==> config.mk <==
export PLATFORM = sky130hd
export DESIGN_NAME = if_fetch_queue_flat
export DESIGN_NICKNAME = d
export VERILOG_FILES = /design/src/rtl/if_fetch_queue_if.sv /design/src/rtl/if_fetch_queue.sv /design/src/flat_wrapper.sv
export SDC_FILE = /design/constraint.sdc
export NUM_CORES = 2
export LEC_CHECK = 0
export BUFFER_PORTS_ARGS = -buffer_cell sky130_fd_sc_hd__buf_2
export CELL_PAD_IN_SITES_DETAIL_PLACEMENT = 1
export CELL_PAD_IN_SITES_GLOBAL_PLACEMENT = 2
export CORE_UTILIZATION = 45
export CTS_CLUSTER_SIZE = 20
export DETAILED_ROUTE_END_ITERATION = 10
export GPL_ROUTABILITY_DRIVEN = 0
export HOLD_SLACK_MARGIN = 0.05
export PLACE_DENSITY = 0.83
export SLEW_MARGIN = 10
export SYNTH_ARGS = -nofsm -noshare
export SYNTH_HDL_FRONTEND = slang
export SYNTH_SLANG_ARGS = --single-unit
==> constraint.sdc <==
create_clock -name clk -period 5.2 [get_ports clk]
set_input_delay 0.26 -clock clk [delete_from_list [all_inputs] [get_ports clk]]
set_output_delay 0.26 -clock clk [all_outputs]
set_load 0.02 [all_outputs]
==> src/rtl/if_fetch_queue_if.sv <==
// Fetch-queue bus: PC/flush from the program counter, program-load port,
// and the decode-side valid/ready channel.
interface if_fetch_queue_if #(
  parameter int AW = 8,
  parameter int DW = 16
);
  logic [AW-1:0] pc;
  logic          flush;
  logic          pc_stall;
  logic          imem_we;
  logic [AW-1:0] imem_waddr;
  logic [DW-1:0] imem_wdata;
  // Decode channel: an entry transfers on any rising edge where dec_valid and
  // dec_ready are both high; dec_valid never depends on dec_ready, and
  // dec_instr/dec_pc are stable while dec_valid is high and no transfer occurs.
  logic          dec_valid;
  logic          dec_ready;
  logic [DW-1:0] dec_instr;
  logic [AW-1:0] dec_pc;

  modport master (
    output pc, flush, imem_we, imem_waddr, imem_wdata, dec_ready,
    input  pc_stall, dec_valid, dec_instr, dec_pc
  );

  modport slave (
    input  pc, flush, imem_we, imem_waddr, imem_wdata, dec_ready,
    output pc_stall, dec_valid, dec_instr, dec_pc
  );
endinterface

==> src/rtl/if_fetch_queue.sv <==
// Instruction fetch stage: synchronous instruction memory feeding a small FIFO
// drained by decode, with credit-based PC stall and branch flush.
module if_fetch_queue #(
  parameter int DEPTH = 4,
  parameter int AW    = 8,
  parameter int DW    = 16
) (
  input  logic            clk,
  input  logic            reset,
  if_fetch_queue_if.slave bus
);
  localparam int PW = $clog2(DEPTH);
  localparam int CW = PW + 1;
  localparam logic [CW:0] DEPTH_C = (CW+1)'(DEPTH);

  logic [DW-1:0] mem [2**AW];
  logic [DW-1:0] mem_rdata;
  logic [DW-1:0] fifo_instr [DEPTH];
  logic [AW-1:0] fifo_pc [DEPTH];

  logic [PW-1:0] rd_ptr;
  logic [PW-1:0] wr_ptr;
  logic [CW-1:0] count;
  logic          req_valid;
  logic [AW-1:0] req_pc;
  logic [CW:0]   credit;
  logic          issue;
  logic          push;
  logic          pop;

  // The in-flight request already owns a slot, so it is counted against DEPTH.
  assign credit       = {1'b0, count} + {{CW{1'b0}}, req_valid};
  assign bus.pc_stall = (credit >= DEPTH_C);
  assign issue        = !bus.flush && !bus.pc_stall;
  assign push         = req_valid && !bus.flush;
  assign bus.dec_valid = (count != '0);
  assign pop          = bus.dec_valid && bus.dec_ready;
  assign bus.dec_instr = fifo_instr[rd_ptr];
  assign bus.dec_pc    = fifo_pc[rd_ptr];

  // Nonblocking read and write give old-data on a same-address collision.
  always_ff @(posedge clk) begin
    if (bus.imem_we) mem[bus.imem_waddr] <= bus.imem_wdata;
    if (issue) mem_rdata <= mem[bus.pc];
  end

  always_ff @(posedge clk or negedge reset) begin
    if (!reset) begin
      rd_ptr    <= '0;
      wr_ptr    <= '0;
      count     <= '0;
      req_valid <= 1'b0;
      req_pc    <= '0;
    end else if (bus.flush) begin
      rd_ptr    <= '0;
      wr_ptr    <= '0;
      count     <= '0;
      req_valid <= 1'b0;
    end else begin
      req_valid <= issue;
      if (issue) req_pc <= bus.pc;
      if (push)  wr_ptr <= wr_ptr + 1'b1;
      if (pop)   rd_ptr <= rd_ptr + 1'b1;
      case ({push, pop})
        2'b10:   count <= count + 1'b1;
        2'b01:   count <= count - 1'b1;
        default: count <= count;
      endcase
    end
  end

  // Entries are cleared on reset so the head reads back as zero immediately.
  always_ff @(posedge clk or negedge reset) begin
    if (!reset) begin
      for (int i = 0; i < DEPTH; i++) begin
        fifo_instr[i] <= '0;
        fifo_pc[i]    <= '0;
      end
    end else if (push) begin
      fifo_instr[wr_ptr] <= mem_rdata;
      fifo_pc[wr_ptr]    <= req_pc;
    end
  end
endmodule

==> src/flat_wrapper.sv <==
// flat-port wrapper written by rule: the top's interface ports become plain ports
module if_fetch_queue_flat 
#(
  parameter int DEPTH = 4,
  parameter int AW    = 8,
  parameter int DW    = 16
)
  (clk, reset, bus_pc, bus_flush, bus_imem_we, bus_imem_waddr, bus_imem_wdata, bus_dec_ready, bus_pc_stall, bus_dec_valid, bus_dec_instr, bus_dec_pc);
  if_fetch_queue_if #(.AW(AW), .DW(DW)) bus_i ();
  input  logic clk;
  input  logic reset;
  input wire logic [$bits(bus_i.pc)-1:0] bus_pc;
  input wire logic [$bits(bus_i.flush)-1:0] bus_flush;
  input wire logic [$bits(bus_i.imem_we)-1:0] bus_imem_we;
  input wire logic [$bits(bus_i.imem_waddr)-1:0] bus_imem_waddr;
  input wire logic [$bits(bus_i.imem_wdata)-1:0] bus_imem_wdata;
  input wire logic [$bits(bus_i.dec_ready)-1:0] bus_dec_ready;
  output wire logic [$bits(bus_i.pc_stall)-1:0] bus_pc_stall;
  output wire logic [$bits(bus_i.dec_valid)-1:0] bus_dec_valid;
  output wire logic [$bits(bus_i.dec_instr)-1:0] bus_dec_instr;
  output wire logic [$bits(bus_i.dec_pc)-1:0] bus_dec_pc;
  assign bus_i.pc = bus_pc;
  assign bus_i.flush = bus_flush;
  assign bus_i.imem_we = bus_imem_we;
  assign bus_i.imem_waddr = bus_imem_waddr;
  assign bus_i.imem_wdata = bus_imem_wdata;
  assign bus_i.dec_ready = bus_dec_ready;
  assign bus_pc_stall = bus_i.pc_stall;
  assign bus_dec_valid = bus_i.dec_valid;
  assign bus_dec_instr = bus_i.dec_instr;
  assign bus_dec_pc = bus_i.dec_pc;
  if_fetch_queue #(.DEPTH(DEPTH), .AW(AW), .DW(DW)) u_core (.clk(clk), .reset(reset), .bus(bus_i));
endmodule
==> impl_results.md <==
* Hold Path Class: in2reg
* Static Leak at between 50 and 60 nW
* Post-CTS setup buffers at 0
* Die Height at between 600 and 700 um
* Synthesized net count at between 7000 and 8000
* Initial core utilization at 0.453
* CTS tree: done
* Most frequent cells in the layout: edfxtp_1 (4112), mux4_2 (814), mux2i_1 (517)
* Clock-pin slew on the worst setup and hold paths at 60 ps
* Residual DRC at 0
* Core Area at between 300000 and 400000 um^2
* Dpl hpwl at around 290000 um
* Share of the synthesized area in the top cell type at 0.750
* CP arrival at around 4300 ps
* Clock buffer count from CTS at 410
* DR pass1 iterations at 6
* Antenna Nets Post-Route at 0
* Post-synth EDFFs at 4112
* Global-route wire length before repair at 674000 um
* Total global-route track usage at 0.258
* Ratio of cells with drive above 1 in the final layout at 0.255
* Gr ovfl total at 0
* Ys flop type: edfxtp_1
* Slew headroom at 0.0328
* # H-tree levels at 5
* Number of synthesized register bits at 4224
* Area leader, netlist: edfxtp_1
* Peak supply drop at roughly 0.34 mV
* Max Buffers Root-to-Sink at 4
* Synth area leaders: edfxtp_1 (75%), mux4_2 (11%), mux2i_1 (3.1%), dfrtp_1 (1.7%), o221ai_1 (1.0%)
* Minimum clock period at 3630 ps
* Core Util, Final at 0.512
* Max-slew violations at 0
* Initial antenna violation count at 37
* Final Hold Fails at 0
* CP bufs+invs at 1
* Crit path largest cell delay at 1080 ps
* Max-Cap Viols at 0
* Final Net Count at slightly above 8000
* Largest net degree at the start of global routing at roughly 200
* Mapped Cells at about 7700
* Post-Route Skew at between 50 and 60 ps
* Worst path top cell family by delay: compound AO/OA/AOI/OAI gates
* Root buf cell: clkbuf_16
* PwrDens at 392 nW/um^2
* Synthesis Warnings at 0
* Kind of critical path: reg2reg
* CP max FO at 2
* Number of global-route vias before repair at approximately 88000
* RSZ-0062 raised after global routing: false
* Worst skew pair latency at ~1000 ps
* Syn Std Cell Area at 165000 um^2
* Die Wd at 607 um
* Distinct cells, synth at 75
* Period utilization at 0.699
* Vias per std cell at between 6 and 7
* # clock sinks at around 4200
* R2R setup slack at 1570 ps
* Initial DRC Count at 11700
* Die area at roughly 370000 um^2
* Setup violators final at 0
* Setup TNS at 0 ps
* Mean Syn Cell Area at around 21 um^2
* F_max at 275 MHz
* Slowest cell on crit path: a211oi_1
* Final WS setup at ~1600 ps
* Most common cell after layout, fill and taps aside: edfxtp_1
* Place WS at between 800 and 900 ps
* Port Buf Inserts at 62
* Routed wire per std cell at roughly 36 um
* Worst Tran Pin Value at between 1000 and 1500 ps
* Status: finished clean
* Row cnt at roughly 220
* CP endpoint kind: flip-flop
* Critical Path RT at around 5900 ps
* Critical Path Source Type: flip-flop
* Crit path cell chain: mux4_1, a21oi_1, nand2_1, o31a_1, a211oi_1, nor3_1, buf_4, and4_1
* # fillers at 32100
* P&R area growth vs syn at 13.0%
* Final WL at ~480000 um
* Io pins at between 60 and 70
* Post-synthesis sequential area ratio at 0.767
* Via Count at 86100
* Async set-reset flop share out of synthesis at 0.0265
## flip-flops by register name, summed over array words and instances, names as in the netlist
register and count:
u_core.count 3, u_core.fifo_instr 64, u_core.fifo_pc 32, u_core.mem 4096, u_core.mem_rdata 16, u_core.rd_ptr 2
u_core.req_pc 8, u_core.req_valid 1, u_core.wr_ptr 2
## worst register-to-register path: stages, from the launching register on
cell and delay, ps:
edfxtp_1 400, mux4_1 660, a21oi_1 200, nand2_1 110, o31a_1 180, a211oi_1 1080, nor3_1 260, buf_4 230
and4_1 250
## final timing paths
path	cells past startpoint	startpoint	to
setup / recovery	8	u_core.mem[192][4]$_DFFE_PP_	u_core.mem_rdata[4]$_DFFE_PP_
hold / removal	3	bus_flush	u_core.count[2]$_DFFE_PN0P_
setup reg to reg	8	u_core.mem[192][4]$_DFFE_PP_	u_core.mem_rdata[4]$_DFFE_PP_
max in group asynchronous	4	reset	u_core.fifo_instr[50]$_DFFE_PN0P_
hold reg to reg	1	u_core.fifo_instr[18]$_DFFE_PN0P_	u_core.fifo_instr[18]$_DFFE_PN0P_
min in group asynchronous	4	reset	u_core.fifo_pc[6]$_DFFE_PN0P_
## routing by layer
metal  wire, um  track usage  share of wire
met3      47400       0.0494          0.099
met2     230000        0.415           0.48
met5        124            0        0.00026
met1     178000        0.342           0.37
met4      25000        0.122          0.052
## stage by stage
| step | power [mW] | hold slack [ps] | area [um^2] | std cells |
|---|---|---|---|---|
| 6_report | 73.0 | 138 | 186000 | 13400 |
| 5_1_grt | 74.6 | 148 | 186000 | 13400 |
| 4_1_cts | 73.2 | 75.8 | 186000 | 13400 |
| 3_5_place_dp | 43.7 | 362 | 172000 | 12600 |
| 3_3_place_gp | 43.4 | 345 | 172000 | 12600 |
| 2_1_floorplan | 41.6 | -35.6 | 165000 | 7703 |
## cells in the mapped netlist, drive strengths merged (23+ instances only)
library cell,instances
nand2,177
nor3,110
a21oi,120
nor2,340
mux2i,517
nand4,23
dfrtp,112
o221ai,196
a22oi,33
edfxtp,4112
mux4,874
mux2,123
buf,272
nand3,75
clkbuf,190
nor4,30
o22ai,119
o21ai,69
## timing repair
| item | 4_1_cts | 5_1_grt |
|---|---|---|
| gates resized for setup | 0 | 0 |
| hold buffers | 29 | 0 |
| endpoints found under the hold margin | 1700 | 0 |
## logic make-up after synthesis
logic type | count (synthesis) | synth area share
buffers and inverters | 470 | 0.0204
adders and majority gates | 5 | 0.000425
AOI/OAI and AO/OA | 669 | 0.0293
and+or+nand+nor | 815 | 0.0221
xor gates and xnor gates | 6 | 0.000319
muxes | 1514 | 0.161
DFF | 4224 | 0.767
## report_power, final
| group | total, mW | internal (mW) | switching, mW | leakage, nW |
|---|---|---|---|---|
| registers | 38.3 | 37.8 | 0.408 | 38.4 |
| clock network | 29.9 | 16.8 | 13.2 | 6.55 |
| logic | 4.80 | 1.83 | 2.96 | 14.8 |
## area by class of cell
type | count | area, um^2 | area share
timing repair buffer | 589 | 5070 | 0.0272
multi-input combinational | 3009 | 35300 | 0.190
clock buffer | 498 | 10700 | 0.0575
inverter | 8 | 43.8 | 0.000235
clock inverter | 261 | 2700 | 0.0145
sequential | 4224 | 126000 | 0.678
antenna | 18 | 45.0 | 0.000242
tap | 4794 | 6000 | 0.0322
No activity file was read; power rests on OpenSTA's default activity.
